===== config.mk =====
export PLATFORM = sky130hd
export DESIGN_NAME = csr_int_unit
export DESIGN_NICKNAME = d
export VERILOG_FILES = /design/src/rtl/csr_int_unit_pkg.sv /design/src/rtl/csr_int_unit_irq_sync.sv /design/src/rtl/csr_int_unit.sv
export SDC_FILE = /design/constraint.sdc
export NUM_CORES = 1
export LEC_CHECK = 0
export CORE_MARGIN = 1.5
export CORE_UTILIZATION = 35
export DETAILED_ROUTE_END_ITERATION = 10
export PLACE_DENSITY = 0.71
export SETUP_SLACK_MARGIN = 0.2
export SKIP_LAST_GASP = 1
export SLEW_MARGIN = 10
export SYNTH_ARGS = -nofsm -noshare
export SYNTH_HDL_FRONTEND = slang
export SYNTH_HIERARCHICAL = 1
export SYNTH_SLANG_ARGS = --single-unit

===== constraint.sdc =====
create_clock -name CLK -period 1.41 [get_ports CLK]
set_input_delay 0.282 -clock CLK [delete_from_list [all_inputs] [get_ports CLK]]
set_output_delay 0.282 -clock CLK [all_outputs]
set_load 0.03 [all_outputs]

===== src/rtl/csr_int_unit_pkg.sv =====
// Shared constants for the machine-mode CSR / external interrupt unit.
// CSR addresses, trap cause value and trap FSM state encoding.
package csr_int_unit_pkg;

   localparam logic [11:0] ADDR_MSTATUS = 12'h300;
   localparam logic [11:0] ADDR_MIE     = 12'h304;
   localparam logic [11:0] ADDR_MTVEC   = 12'h305;
   localparam logic [11:0] ADDR_MEPC    = 12'h341;
   localparam logic [11:0] ADDR_MCAUSE  = 12'h342;

   localparam logic [31:0] MCAUSE_EXT = 32'h8000_000B;

   typedef enum logic [1:0] {
      IDLE      = 2'd0,
      PENDING   = 2'd1,
      SERVICING = 2'd2
   } state_t;

endpackage


===== src/rtl/csr_int_unit_irq_sync.sv =====
// Multi-flop synchronizer for the async external IRQ line,
// followed by a rising-edge detector on the synchronized level.
module irq_sync #(
   parameter int SYNC_STAGES = 2
) (
   input  logic CLK,
   input  logic RST,
   input  logic irqAsync,
   output logic irqEdge
);

   logic [SYNC_STAGES-1:0] syncQ;
   logic                   prevQ;

   always_ff @(posedge CLK) begin
      if (RST) begin
         syncQ <= '0;
         prevQ <= 1'b0;
      end else begin
         syncQ <= {syncQ[SYNC_STAGES-2:0], irqAsync};
         prevQ <= syncQ[SYNC_STAGES-1];
      end
   end

   assign irqEdge = syncQ[SYNC_STAGES-1] & ~prevQ;

endmodule


===== src/rtl/csr_int_unit.sv =====
// Machine-mode CSRs (mstatus/mie/mtvec/mepc/mcause) and the
// external-interrupt trap FSM feeding the control unit.
module csr_int_unit
   import csr_int_unit_pkg::*;
#(
   parameter int          SYNC_STAGES = 2,
   parameter logic [31:0] RESET_VEC   = 32'h0000_0000
) (
   input  logic        CLK,
   input  logic        RST,
   input  logic        IRQ_EXT,
   input  logic        INT_TAKEN,
   input  logic        CSR_WE,
   input  logic [11:0] CSR_ADDR,
   input  logic [31:0] CSR_WD,
   input  logic [31:0] PC,
   input  logic        MRET,
   output logic        INT,
   output logic [31:0] CSR_RD,
   output logic [31:0] MTVEC,
   output logic [31:0] MEPC
);

   state_t      state;
   logic        irqEdge;
   logic        pending;
   logic        mieBit;
   logic        mpieBit;
   logic        meieBit;
   logic        intQ;
   logic [31:0] mtvecQ;
   logic [31:0] mepcQ;
   logic [31:0] mcauseQ;
   logic [31:0] csrRdQ;
   logic [31:0] rdData;
   logic        take;
   logic        intEn;
   logic        wrMstatus;
   logic        wrMie;
   logic        wrMtvec;
   logic        wrMepc;

   irq_sync #(
      .SYNC_STAGES(SYNC_STAGES)
   ) uSync (
      .CLK     (CLK),
      .RST     (RST),
      .irqAsync(IRQ_EXT),
      .irqEdge (irqEdge)
   );

   // Only the first INT_TAKEN cycle (still in PENDING) counts as the trap.
   assign take      = (state == PENDING) & INT_TAKEN;
   assign intEn     = mieBit & meieBit;
   assign wrMstatus = CSR_WE & (CSR_ADDR == ADDR_MSTATUS);
   assign wrMie     = CSR_WE & (CSR_ADDR == ADDR_MIE);
   assign wrMtvec   = CSR_WE & (CSR_ADDR == ADDR_MTVEC);
   assign wrMepc    = CSR_WE & (CSR_ADDR == ADDR_MEPC);

   always_comb begin
      rdData = 32'h0;
      case (CSR_ADDR)
         ADDR_MSTATUS: rdData = {24'h0, mpieBit, 3'b000, mieBit, 3'b000};
         ADDR_MIE:     rdData = {20'h0, meieBit, 11'h000};
         ADDR_MTVEC:   rdData = mtvecQ;
         ADDR_MEPC:    rdData = mepcQ;
         ADDR_MCAUSE:  rdData = mcauseQ;
         default:      rdData = 32'h0;
      endcase
   end

   always_ff @(posedge CLK) begin
      if (RST) begin
         state   <= IDLE;
         intQ    <= 1'b0;
         pending <= 1'b0;
         mieBit  <= 1'b0;
         mpieBit <= 1'b0;
         meieBit <= 1'b0;
         mtvecQ  <= RESET_VEC;
         mepcQ   <= 32'h0;
         mcauseQ <= 32'h0;
         csrRdQ  <= 32'h0;
      end else begin
         csrRdQ  <= rdData;
         pending <= irqEdge | (pending & ~take);

         if (wrMie)   meieBit <= CSR_WD[11];
         if (wrMtvec) mtvecQ  <= {CSR_WD[31:2], 2'b00};

         // Trap entry beats MRET, which beats a software write.
         if (take) begin
            mpieBit <= mieBit;
            mieBit  <= 1'b0;
            mcauseQ <= MCAUSE_EXT;
         end else if (MRET) begin
            mieBit  <= mpieBit;
            mpieBit <= 1'b1;
         end else if (wrMstatus) begin
            mieBit  <= CSR_WD[3];
            mpieBit <= CSR_WD[7];
         end

         if (take)
            mepcQ <= {PC[31:2], 2'b00};
         else if (wrMepc)
            mepcQ <= {CSR_WD[31:2], 2'b00};

         case (state)
            IDLE: begin
               if (pending & intEn) begin
                  state <= PENDING;
                  intQ  <= 1'b1;
               end
            end
            PENDING: begin
               if (INT_TAKEN) begin
                  state <= SERVICING;
                  intQ  <= 1'b0;
               end else if (!intEn) begin
                  state <= IDLE;
                  intQ  <= 1'b0;
               end
            end
            SERVICING: begin
               if (MRET) state <= IDLE;
            end
            default: begin
               state <= IDLE;
               intQ  <= 1'b0;
            end
         endcase
      end
   end

   assign INT    = intQ;
   assign CSR_RD = csrRdQ;
   assign MTVEC  = mtvecQ;
   assign MEPC   = mepcQ;

endmodule


Yosys cells after proc, flatten, opt, wreduce, memory -nomap -nowiden:

Index checks and enable logic that the tools add are counted.

* bits in registers: 103
* bits in latches: 0
* memory bits (writable): 0
* bits in read-only memories: 0
* input port bits: 82
* output and inout bits: 97
* logic and storage cells: 59
* memories: 0

* add/sub/neg operators: 0
* $mul: 0
* divide/modulo/power cells: 0
* order comparisons: 0
* eq/ne operators: 10
* shift-type cells: 0
* muxes and demuxes: 17
* bitwise operators: 13
* reduce and logical (&&, ||, !) cells: 7

Operators with widths (count)
* $pmux 32 s5: 1
* $mux 32: 2
* $eq 12x10->1 const B: 5
* $and 1x1->1: 9
* $mux 1: 8
* $mux 2: 4
* $pmux 2 s3: 1
* $reduce_and 3->1: 2
* $ne 2x2->1 const B: 2
* $reduce_bool 2->1: 2
* $ne 3x3->1 const B: 1
* $not 1->1: 3
* $pmux 1 s3: 1
* $reduce_bool 3->1: 1
* $eq 2x1->1 const B: 1
* $eq 2x2->1 const B: 1
* $logic_not 2->1: 1
* $reduce_or 2->1: 1
* $or 1x1->1: 1

Longest topological paths before layout:

Gate-level depths: netlist (run 1).

* word-level depth: 5
* depth in mapped cells: 7
* gate-level depth less buffers: 4

Cells and area by module:

Netlist (run 1), hierarchy kept.

Modules (own cells, without submodules)
* csr_int_unit: instances 1, cells each 476, area an instance 4212.8 um2, sequential area each 1981.9 um2
* irq_sync: instances 1, cells each 7, area an instance 87.6 um2, sequential area each 60.1 um2

Least setup slack after synthesis (run 1):

No wires, ideal clock.

* path kind: input port to flip-flop
* start point: input CSR_ADDR[7]
* end point: register csrRdQ[11], in the netlist CSR_RD[11]
* setup time: 66 ps
* arrival: 1442 ps
* data required time: 1344 ps
* slack: -98 ps
* stages on the path: 7
* path buffers: 3
* path through: nor4bb_1 -> clkbuf_2 -> nand2_1 -> or3_1 -> buf_2 -> buf_6 -> a21oi_2

* longest elaborated chain between the ends: 2
* elaborated cells between the ends (all ways): 6
* those cells by class: eq/ne (5); mux (1)

Ends and longest elaborated chain
* from (decl): RTL line csr_int_unit.sv:14 `input logic [11:0] CSR_ADDR,`
* $eq 12x10->1: RTL line csr_int_unit.sv:62 `case (CSR_ADDR)`
* $pmux 32 s5 (*): RTL line csr_int_unit.sv:62
* to (signal assigned): RTL line csr_int_unit.sv:85 `csrRdQ <= rdData;`
* to (decl): RTL line csr_int_unit.sv:34 `logic [31:0] csrRdQ;`

Every way passes the cells marked *; elsewhere a longest branch is shown, timed or not.
A chain may end at the register's enable or synchronous reset.

Worst setup path in the final report (run 1):

* start point: register state[1]
* end point: register mepcQ[17], in the netlist MEPC[17]

* longest elaborated chain between the ends: 3
* elaborated cells between the ends (all ways): 4
* those cells by class: eq/ne (1); mux (1); bitwise (1); reduce/logical (1)

Ends and longest elaborated chain
* from (decl): RTL line csr_int_unit.sv:24 `state_t state;`
* from (signal assigned): RTL line csr_int_unit.sv:74 `state <= IDLE;`
* from (signal assigned): RTL line csr_int_unit.sv:112 `state <= PENDING;`
* from (signal assigned): RTL line csr_int_unit.sv:118 `state <= SERVICING;`
* $eq 2x1->1 (*): RTL line csr_int_unit.sv:53 `assign take = (state == PENDING) & INT_TAKEN;`
* $and 1x1->1 (*): RTL line csr_int_unit.sv:53
* $mux 32 / $reduce_bool 2->1 (equally long branches)
* to (signal assigned): RTL line csr_int_unit.sv:105 `mepcQ <= {PC[31:2], 2'b00};`
* to (signal assigned): RTL line csr_int_unit.sv:107 `mepcQ <= {CSR_WD[31:2], 2'b00};`
* to (decl): RTL line csr_int_unit.sv:32 `logic [31:0] mepcQ;`

Marks and branches as above.

==> results.txt, run 1 <==
Min Tclk post-route - 1550 ps
Crit path kind - flip-flop to flip-flop
Final hold slack - 374 ps
CTS tree - done
Int Power - 4600 uW
Reg-to-Reg Start - state[1]
H-tree depth - 3
Die H - 114 microns
I/O pin total - 179
Clock Sinks - 102
Worst Path Arrival - 1750 ps
Comb power frac - 8.3%
DRC - 0
Final WS setup - -139 ps
First-pass GRT wire length - 26.5 mm
Total CTS buffers - 9
CTS clock-pin slew for the worst setup and hold paths - 70 ps
Cts hold-fix bufs - 0
GRT Overall Usage - 26.7%
CTS max path bufs - 2
Synth warnings - 6
Max-slew violation count - 0
Total negative slack - -3660 ps
Largest net degree at the start of global routing - 72
Crit. Startpoint - state[1]
DRT Pass-1 Iters - 6
Fmax - 0.645 GHz
Final global-route overflow total - 0
Synth area leaders - dfxtp_1, mux2_2, a21oi_1
Gpl congestion - 0.974
Status - complete, but fails checks
Clock latency on the worst-skew pair - 330 ps
CTS root buffer - clkbuf_16
Layout cells sized above 1 - 54.8%
DP Wirelength - 9.19 mm
Sw Ratio - 21.9%
DRT antenna net count - 0
Initial antenna violation count - 0
Synth cell types - 40
Min-Delay Path Class - input pin to flip-flop
Post-Syn Area - 0.00430 sq mm
P_sw - 1290 uW
CP Capture Type - flip-flop
Die width - 114 microns
Syn avg cell area - 8.90 sq um
Maxcap violations - 0
Post-DR wirelength/cell - 20.5 microns
Iter 0 DRT Violations - 328
Pre-CTS WS - -701 ps
Cells after synthesis - 483
# rows - 40
Skew final - 9.15 ps
Clk pwr share - 42.6%
R2R setup slack - -140 ps
Crit share post-route - 110%
Sequential share of the synthesized area - 47.5%
Nets@finish - 805
Vias in the first global route - 4774
Yosys top cell area share - 47.5%
Yosys reg bits - 102
Critical Path RT - 1610 ps
Initial Utilization - 35.8%
HP Start - CSR_ADDR[2]
Power Total - 5900 uW
Antenna Cells - 0
Setup violations, final - 68
Worst VDD drop - 0.553 mV
Seq. cell area - 0.00206 sq mm
Fillers - 897
Seq pwr share - 49.1%
PwrDens - 718 mW/mm^2
Avg Vias per Cell - 5.45
Port-buffer cells - 170
Final Hold Vio Count - 0
Worst-path maximum fanout - 7
Failing checks - negative setup slack
Area of the multi-input gates - 0.00260 sq mm
Area delta synth->final - 91.0%
Via count - 4758
RSZ-0062 raised after global routing - true
Synth area leader - dfxtp_1
Die area - 0.0130 sq mm
Final WL - 17.9 mm
Core Footprint - 0.0120 sq mm
Crit path launch type - flip-flop
Leak - 0.00335 uW
## placed cells by master (no fill, tap or decap), drive strengths merged, types with 3 or more instances in the layout
cell and instances:
mux2i 5, buf 195, nor2b 4, clkdlybuf4s50 62, nand4 3, a21oi 69, conb 4, a311oi 31
a22oi 27, dfxtp 102, mux2 30, inv 36, and3 3, clkbuf 24, nand2 65, nor2 35
## layout make-up
| type | instances | area share (%) |
|---|---|---|
| clock buffers | 10 | 2.91 |
| clock inverters | 4 | 0.686 |
| inverters | 34 | 1.55 |
| multi-input cells | 301 | 31.7 |
| flip-flops and latches | 102 | 25.1 |
| well taps | 147 | 2.24 |
| repair buffers | 275 | 35.8 |
## through the flow
| step | utilization (%) | instances | instance area (sq um) |
|---|---|---|---|
| 2_1_floorplan | - | 486 | 4400 |
| 3_3_place_gp | 53.7 | 802 | 6450 |
| 3_5_place_dp | 53.7 | 802 | 6450 |
| 4_1_cts | 64.9 | 867 | 7800 |
| 5_1_grt | 68.4 | 873 | 8210 |
| 6_report | 68.4 | 873 | 8210 |
## routing by layer
metal / vias up / share of wire (%) / GRT usage [%]
li1: 2173 / - / -
met5: - / 0 / 0
met2: 226 / 51 / 47.3
met4: 0 / 2.4 / 10.3
met1: 2320 / 40 / 31.5
met3: 39 / 7.1 / 5.58
## worst max-delay path, cell delays in order, from the launching register on
cell      delay (ps)
dfxtp_2          320
nand3b_1         160
buf_6            170
buf_6            130
buf_16           130
mux2_4           330
a21oi_4          130
a311oi_2          60
## synth_stat cells (all sizes together)
| cell | count |
|---|---|
| xor2 | 1 |
| and4b | 1 |
| nor2 | 35 |
| or4 | 2 |
| nor3b | 2 |
| nor4 | 1 |
| nand2b | 2 |
| mux2 | 30 |
| inv | 34 |
| a22oi | 27 |
| nand4 | 3 |
| nor3 | 1 |
| a222oi | 1 |
| nand3b | 2 |
| mux2i | 5 |
| nand2 | 65 |
| buf | 31 |
| and4 | 1 |
| nor2b | 4 |
| conb | 1 |
| o21ai | 1 |
| o211ai | 1 |
| nor4b | 2 |
| a21o | 1 |
| a311oi | 31 |
| nor4bb | 1 |
| a31oi | 1 |
| and3 | 3 |
| and4bb | 2 |
| dfxtp | 102 |
| a32oi | 1 |
| clkbuf | 18 |
| a21oi | 69 |
| or3 | 1 |
## flip-flops by register name (all words and copies together) (netlist names)
name and count:
mpieBit 1, pending 1, meieBit 1, uSync/syncQ 2, INT 1, MEPC 30, CSR_RD 31, mieBit 1
uSync/prevQ 1, mcauseQ 1, MTVEC 30, state 2
## worst paths after layout
kind | to | cells past startpoint
min | CSR_RD[7] | 4
max | MEPC[17] | 7
max reg2reg | MEPC[17] | 7
min reg2reg | uSync/syncQ[1] | 1
## kinds of logic (layout without fill, tap and decap cells)
kind of cell           Yosys count  count (layout)  share of synthesized area (%)
AO/OA/AOI/OAI                  133             133                           20.3
XOR/XNOR                         1               1                          0.204
buffers and inverters           83             323                           8.93
flip-flops                     102             102                           47.5
multiplexers                    35              35                           9.02
other                            1               4                         0.0872
AND/OR/NAND/NOR                128             128                           14.0
## what timing repair did
item,in CTS,in global routing
endpoints found under the setup margin,185,139
buffers inserted,30,6
resized for setup,665,150
pin swaps,72,49
cloned,21,0
hold endpoints to repair,0,0
## power by group through the flow
| stage | Sequential [uW] | Combinational, uW | Clock, uW |
|---|---|---|---|
| after global placement | 2960 | 415 | 0 |
| after CTS | 2890 | 466 | 2520 |
| final | 2890 | 491 | 2510 |
| after detailed placement | 2960 | 420 | 0 |
| after floorplan | 2960 | 143 | 0 |
| after global routing | 2890 | 516 | 2680 |
No activity file was read; power rests on OpenSTA's default activity.
==> run 2, diff against run 1 <==
--- a/config.mk
+++ b/config.mk
@@ -16,3 +16,4 @@
 export SYNTH_HDL_FRONTEND = slang
 export SYNTH_HIERARCHICAL = 1
 export SYNTH_SLANG_ARGS = --single-unit
+export TNS_END_PERCENT = 30
==> run 2 against run 1 <==
  * The run still ends with negative setup slack left
  * Combinational power shrank 11%
  * Highest routed layer unchanged
  * Critical path depth is the same
  * Critical path type unchanged
  * Register-to-register slack gained 90 ps
==> results.txt, run 2 (synthesis gave the netlist of run 1 again) <==
CTS tree - done
Core Util, Final - 61.9%
Status - complete, but fails checks
I/O pin total - 179
Maxcap violations - 0
# rows - 40
H-tree depth - 3
RSZ-0062 raised after global routing - true
R2R depth - 7
CTS max path bufs - 2
Core Footprint - 0.0120 sq mm
Area of the multi-input gates - 0.00225 sq mm
Fillers - 1021
First-pass GRT wire length - 23.8 mm
Antenna Cells - 0
Worst VDD drop - 0.506 mV
Gpl congestion - 0.818
Crit share post-route - 104%
DRT antenna net count - 0
Avg Vias per Cell - 5.21
Worst Path Arrival - 1680 ps
Placed cell areas - 0.00639 sq mm
Fmax - 0.683 GHz
Initial antenna violation count - 0
CTS clock-pin slew for the worst setup and hold paths - 70 ps
Leak - 0.00299 uW
Port-buffer cells - 170
DP Wirelength - 9.49 mm
Min-Delay Path Class - input pin to flip-flop
Max_slew headroom - 62.1%
Layout cells sized above 1 - 33.1%
Largest register FFs - 31
# placed instances - 798
CTS root buffer - clkbuf_16
Iter 0 DRT Violations - 280
Post-DR wirelength/cell - 18.8 microns
Die H - 114 microns
Finished layout cell area - 0.00744 sq mm
Actual slew at the worst max-slew pin - 569 ps
Clock Sinks - 102
Crit path launch type - flip-flop
Nets@finish - 769
Total CTS buffers - 9
PwrDens - 769 mW/mm^2
Via count - 4372
Final WL - 15.8 mm
Final global-route overflow total - 0
Non-filler cells, final - 839
Initial Utilization - 35.8%
DRC - 0
Die width - 114 microns
Seq. cell area - 0.00205 sq mm
Final WS setup - -54.0 ps
Die area - 0.0130 sq mm
Worst hold stages - 4
Clock latency on the worst-skew pair - 340 ps
Skew final - 5.86 ps
DRT Pass-1 Iters - 6
Crit path kind - flip-flop to flip-flop
Most frequent cells in the layout - dfxtp_1, dlygate4sd2_1, nand2_1
Max-slew violation count - 0
Min Tclk post-route - 1460 ps
Critical Path RT - 1620 ps
CP Capture Type - flip-flop
Vias in the first global route - 4434
Commonest non-fill, non-tap cell in the layout - dfxtp_1
Final Hold Vio Count - 0
Worst-path maximum fanout - 7
GRT Overall Usage - 23.8%
Area delta synth->final - 73.0%
Setup violations, final - 50
Power Total - 5720 uW
Largest net degree at the start of global routing - 72
Failing checks - negative setup slack
Pre-CTS WS - -693 ps
-- run 2: path summary, 6_finish.rpt --
| check | start | end | slack (ps) |
|---|---|---|---|
| min | CSR_ADDR[2] | CSR_RD[7] | 430 |
| max reg2reg | state[1] | MEPC[17] | -50 |
| max | state[1] | MEPC[17] | -50 |
| min reg2reg | uSync/syncQ[0] | uSync/syncQ[1] | 450 |
-- run 2: final cells by class --
cell class / count / area share, %
Timing Repair Buffer: 239 / 34.1
Multi-Input combinational cell: 301 / 30.3
Sequential cell: 102 / 27.6
Clock buffer: 11 / 3.26
Tap cell: 147 / 2.47
Inverter: 34 / 1.72
Clock inverter: 5 / 0.572
-- run 2: critical path: stages (launching register included) --
cell and delay (ps):
dfxtp_2 320, nand3b_1 110, buf_6 160, buf_12 120
buf_16 130, mux2_2 330, a21oi_1 110, a311oi_1 60
-- run 2: timing repair --
action,in CTS,in global routing
hold buffers,0,0
gates resized for setup,280,66
buffers inserted,12,0
pin swaps,43,23
cloned,12,1
setup endpoints to repair,189,184
-- run 2: routing by layer --
metal / part of all wire [%] / up-vias / global-route usage (%)
li1: - / 2088 / -
met1: 41 / 2083 / 29.5
met2: 50 / 180 / 42.6
met3: 7.1 / 21 / 3.72
met4: 1.4 / 0 / 6.75
met5: 0 / - / 0
-- run 2: stage by stage --
step                hold WS, ps  TNS (ps)
floorplan                   354     -3990
global placement            424    -57700
detailed placement          441    -57890
CTS                         450      -518
global route                444     -5200
finish                      432      -880
-- run 2: report_power, final --
group / internal (uW) / switching, uW
logic: 270 / 168
clock network: 1270 / 1120
registers: 2890 / 6.89
==> run 3, diff against run 2 <==
--- a/config.mk
+++ b/config.mk
@@ -8,7 +8,10 @@
 export CORE_MARGIN = 1.5
 export CORE_UTILIZATION = 35
 export DETAILED_ROUTE_END_ITERATION = 10
-export PLACE_DENSITY = 0.71
+export DONT_BUFFER_PORTS = 1
+export GPL_TIMING_DRIVEN = 0
+export HOLD_SLACK_MARGIN = 0.06
+export PLACE_DENSITY = 0.52
 export SETUP_SLACK_MARGIN = 0.2
 export SKIP_LAST_GASP = 1
 export SLEW_MARGIN = 10
==> run 3 against run 2 <==
  * The run still ends with negative setup slack left
  * Final area decreased by 25%
  * Cell count decreased by 19%
  * Utilization is 15 points lower
  * Sequential cell count stayed put
  * Register-to-register slack hardly changed
  * Sequential share of layout area up 9.0 points
  * Total power fell by 4.1%
  * Die area unchanged
  * Global-route usage shrank 2.9 points
  * Critical path type unchanged
==> results.txt, run 3 (synthesis gave the netlist of run 1 again) <==
Status - complete, but fails checks
Failing checks - negative setup slack
Largest register FFs - 31
Antenna Cells - 0
I/O pin total - 179
Reg-to-Reg Start - state[1]
DRT antenna net count - 0
Most frequent cells in the layout - dfxtp_1, nand2_1, a21oi_1
Actual slew at the worst max-slew pin - 589 ps
PwrDens - 982 mW/mm^2
Area delta synth->final - 29.9%
Port-buffer cells - 0
Crit path max-delay cell type - mux2_2
Routed wl met3 - 1.11 mm
Max-slew violation count - 0
Critical Path Max Stage Delay - 350 ps
Placed cell areas - 0.00450 sq mm
Met2 wire len - 6.79 mm
Iter 0 DRT Violations - 174
Largest net degree at the start of global routing - 15
R2R Path End - MEPC[12]
Gpl congestion - 0.758
DRT met1 WL - 6.04 mm
CTS tree - done
Pre-CTS WS - -529 ps
Clock latency on the worst-skew pair - 350 ps
Crit path launch type - flip-flop
Crit share post-route - 103%
# placed instances - 633
Layout cells sized above 1 - 28.7%
H-tree depth - 3
Post-DR wirelength/cell - 20.6 microns
Min-Delay Path Class - input pin to flip-flop
Non-filler cells, final - 680
DP Wirelength - 9.53 mm
CTS root buffer - clkbuf_16
Final global-route overflow total - 0
Skew final - 4.22 ps
Die width - 114 microns
HP Start - CSR_WD[24]
Crit. Startpoint - state[1]
Worst VDD drop - 0.776 mV
CTS max path bufs - 2
Die area - 0.0130 sq mm
Via count - 3665
Min Tclk post-route - 1460 ps
Worst Path Arrival - 1670 ps
Initial antenna violation count - 0
Final hold slack - 73.8 ps
Final WL - 14.0 mm
Maxcap violations - 0
R2R setup slack - -50 ps
Final WS setup - -46.1 ps
Crit path kind - flip-flop to flip-flop
Nets@finish - 612
Core Util, Final - 46.5%
R2R depth - 6
Critical Path End - MEPC[12]
Avg Vias per Cell - 5.39
Top sig layer - met4
Finished layout cell area - 0.00559 sq mm
Seq. cell area - 0.00204 sq mm
DRC - 0
Fillers - 1175
CTS clock-pin slew for the worst setup and hold paths - 60 ps
RSZ-0062 raised after global routing - true
Vias in the first global route - 3570
Cell chain of the critical path - nand3b_1 > buf_6 > buf_8 > mux2_2 > a21oi_1 > a311oi_1
Total CTS buffers - 9
CP Capture Type - flip-flop
GRT Overall Usage - 20.9%
Fmax - 0.687 GHz
Initial Utilization - 35.8%
Die H - 114 microns
Critical Path RT - 1620 ps
Final Hold Vio Count - 0
Area of the multi-input gates - 0.00213 sq mm
Core Footprint - 0.0120 sq mm
Commonest non-fill, non-tap cell in the layout - dfxtp_1
Leak - 0.00186 uW
# rows - 40
Worst-path maximum fanout - 10
Setup violations, final - 17
Clock Sinks - 102
DRT Pass-1 Iters - 4
First-pass GRT wire length - 20.3 mm
Max_slew headroom - 60.8%
run 3: layout make-up:
cell class	instances	area share, %
clock buffer	13	4.84
tap	147	3.29
buffer	49	7.68
sequential	102	36.6
inverter	34	2.28
clock inverter	1	0.0896
timing repair buffer	33	7.05
multi-input combinational	301	38.2
run 3: stage by stage:
step                      TNS (ps)  total power, uW
after floorplan              -3990             3100
after global placement      -35750             3130
after detailed placement    -39020             3140
after CTS                     -802             5530
after global routing         -2340             5670
final                         -346             5490
run 3: report_power, final:
| group | switching, uW | internal (uW) | total (uW) |
|---|---|---|---|
| combinational | 116 | 116 | 232 |
| sequential | 6.64 | 2890 | 2900 |
| clock | 1040 | 1320 | 2360 |
run 3: layer usage:
metal	vias up	GRT usage, %
met5	-	0
met4	0	5.00
met3	10	7.86
met2	137	34.5
met1	1742	25.8
li1	1776	-
run 3: worst min path at each step:
stage,end,cells after the start
floorplan,uSync/prevQ,1
global placement,uSync/syncQ[1],1
detailed placement,uSync/syncQ[0],1
CTS,MTVEC[24],2
global route,MTVEC[25],2
finish,MTVEC[24],2
run 3: critical path, delay by kind of cell (launching register included):
family | cells | cell delay (ps)
mux | 1 | 350
flops | 1 | 330
buf+inv | 2 | 320
compound gates | 2 | 190
simple gates | 1 | 120
run 3: repair_timing:
| action | in CTS | in global routing |
|---|---|---|
| pin swaps | 1 | 33 |
| resized for setup | 34 | 97 |
| buffers inserted | 2 | 9 |
| cloned | 0 | 5 |
| endpoints found under the setup margin | 105 | 128 |
| hold buffers | 17 | 0 |
| endpoints found under the hold margin | 18 | 0 |
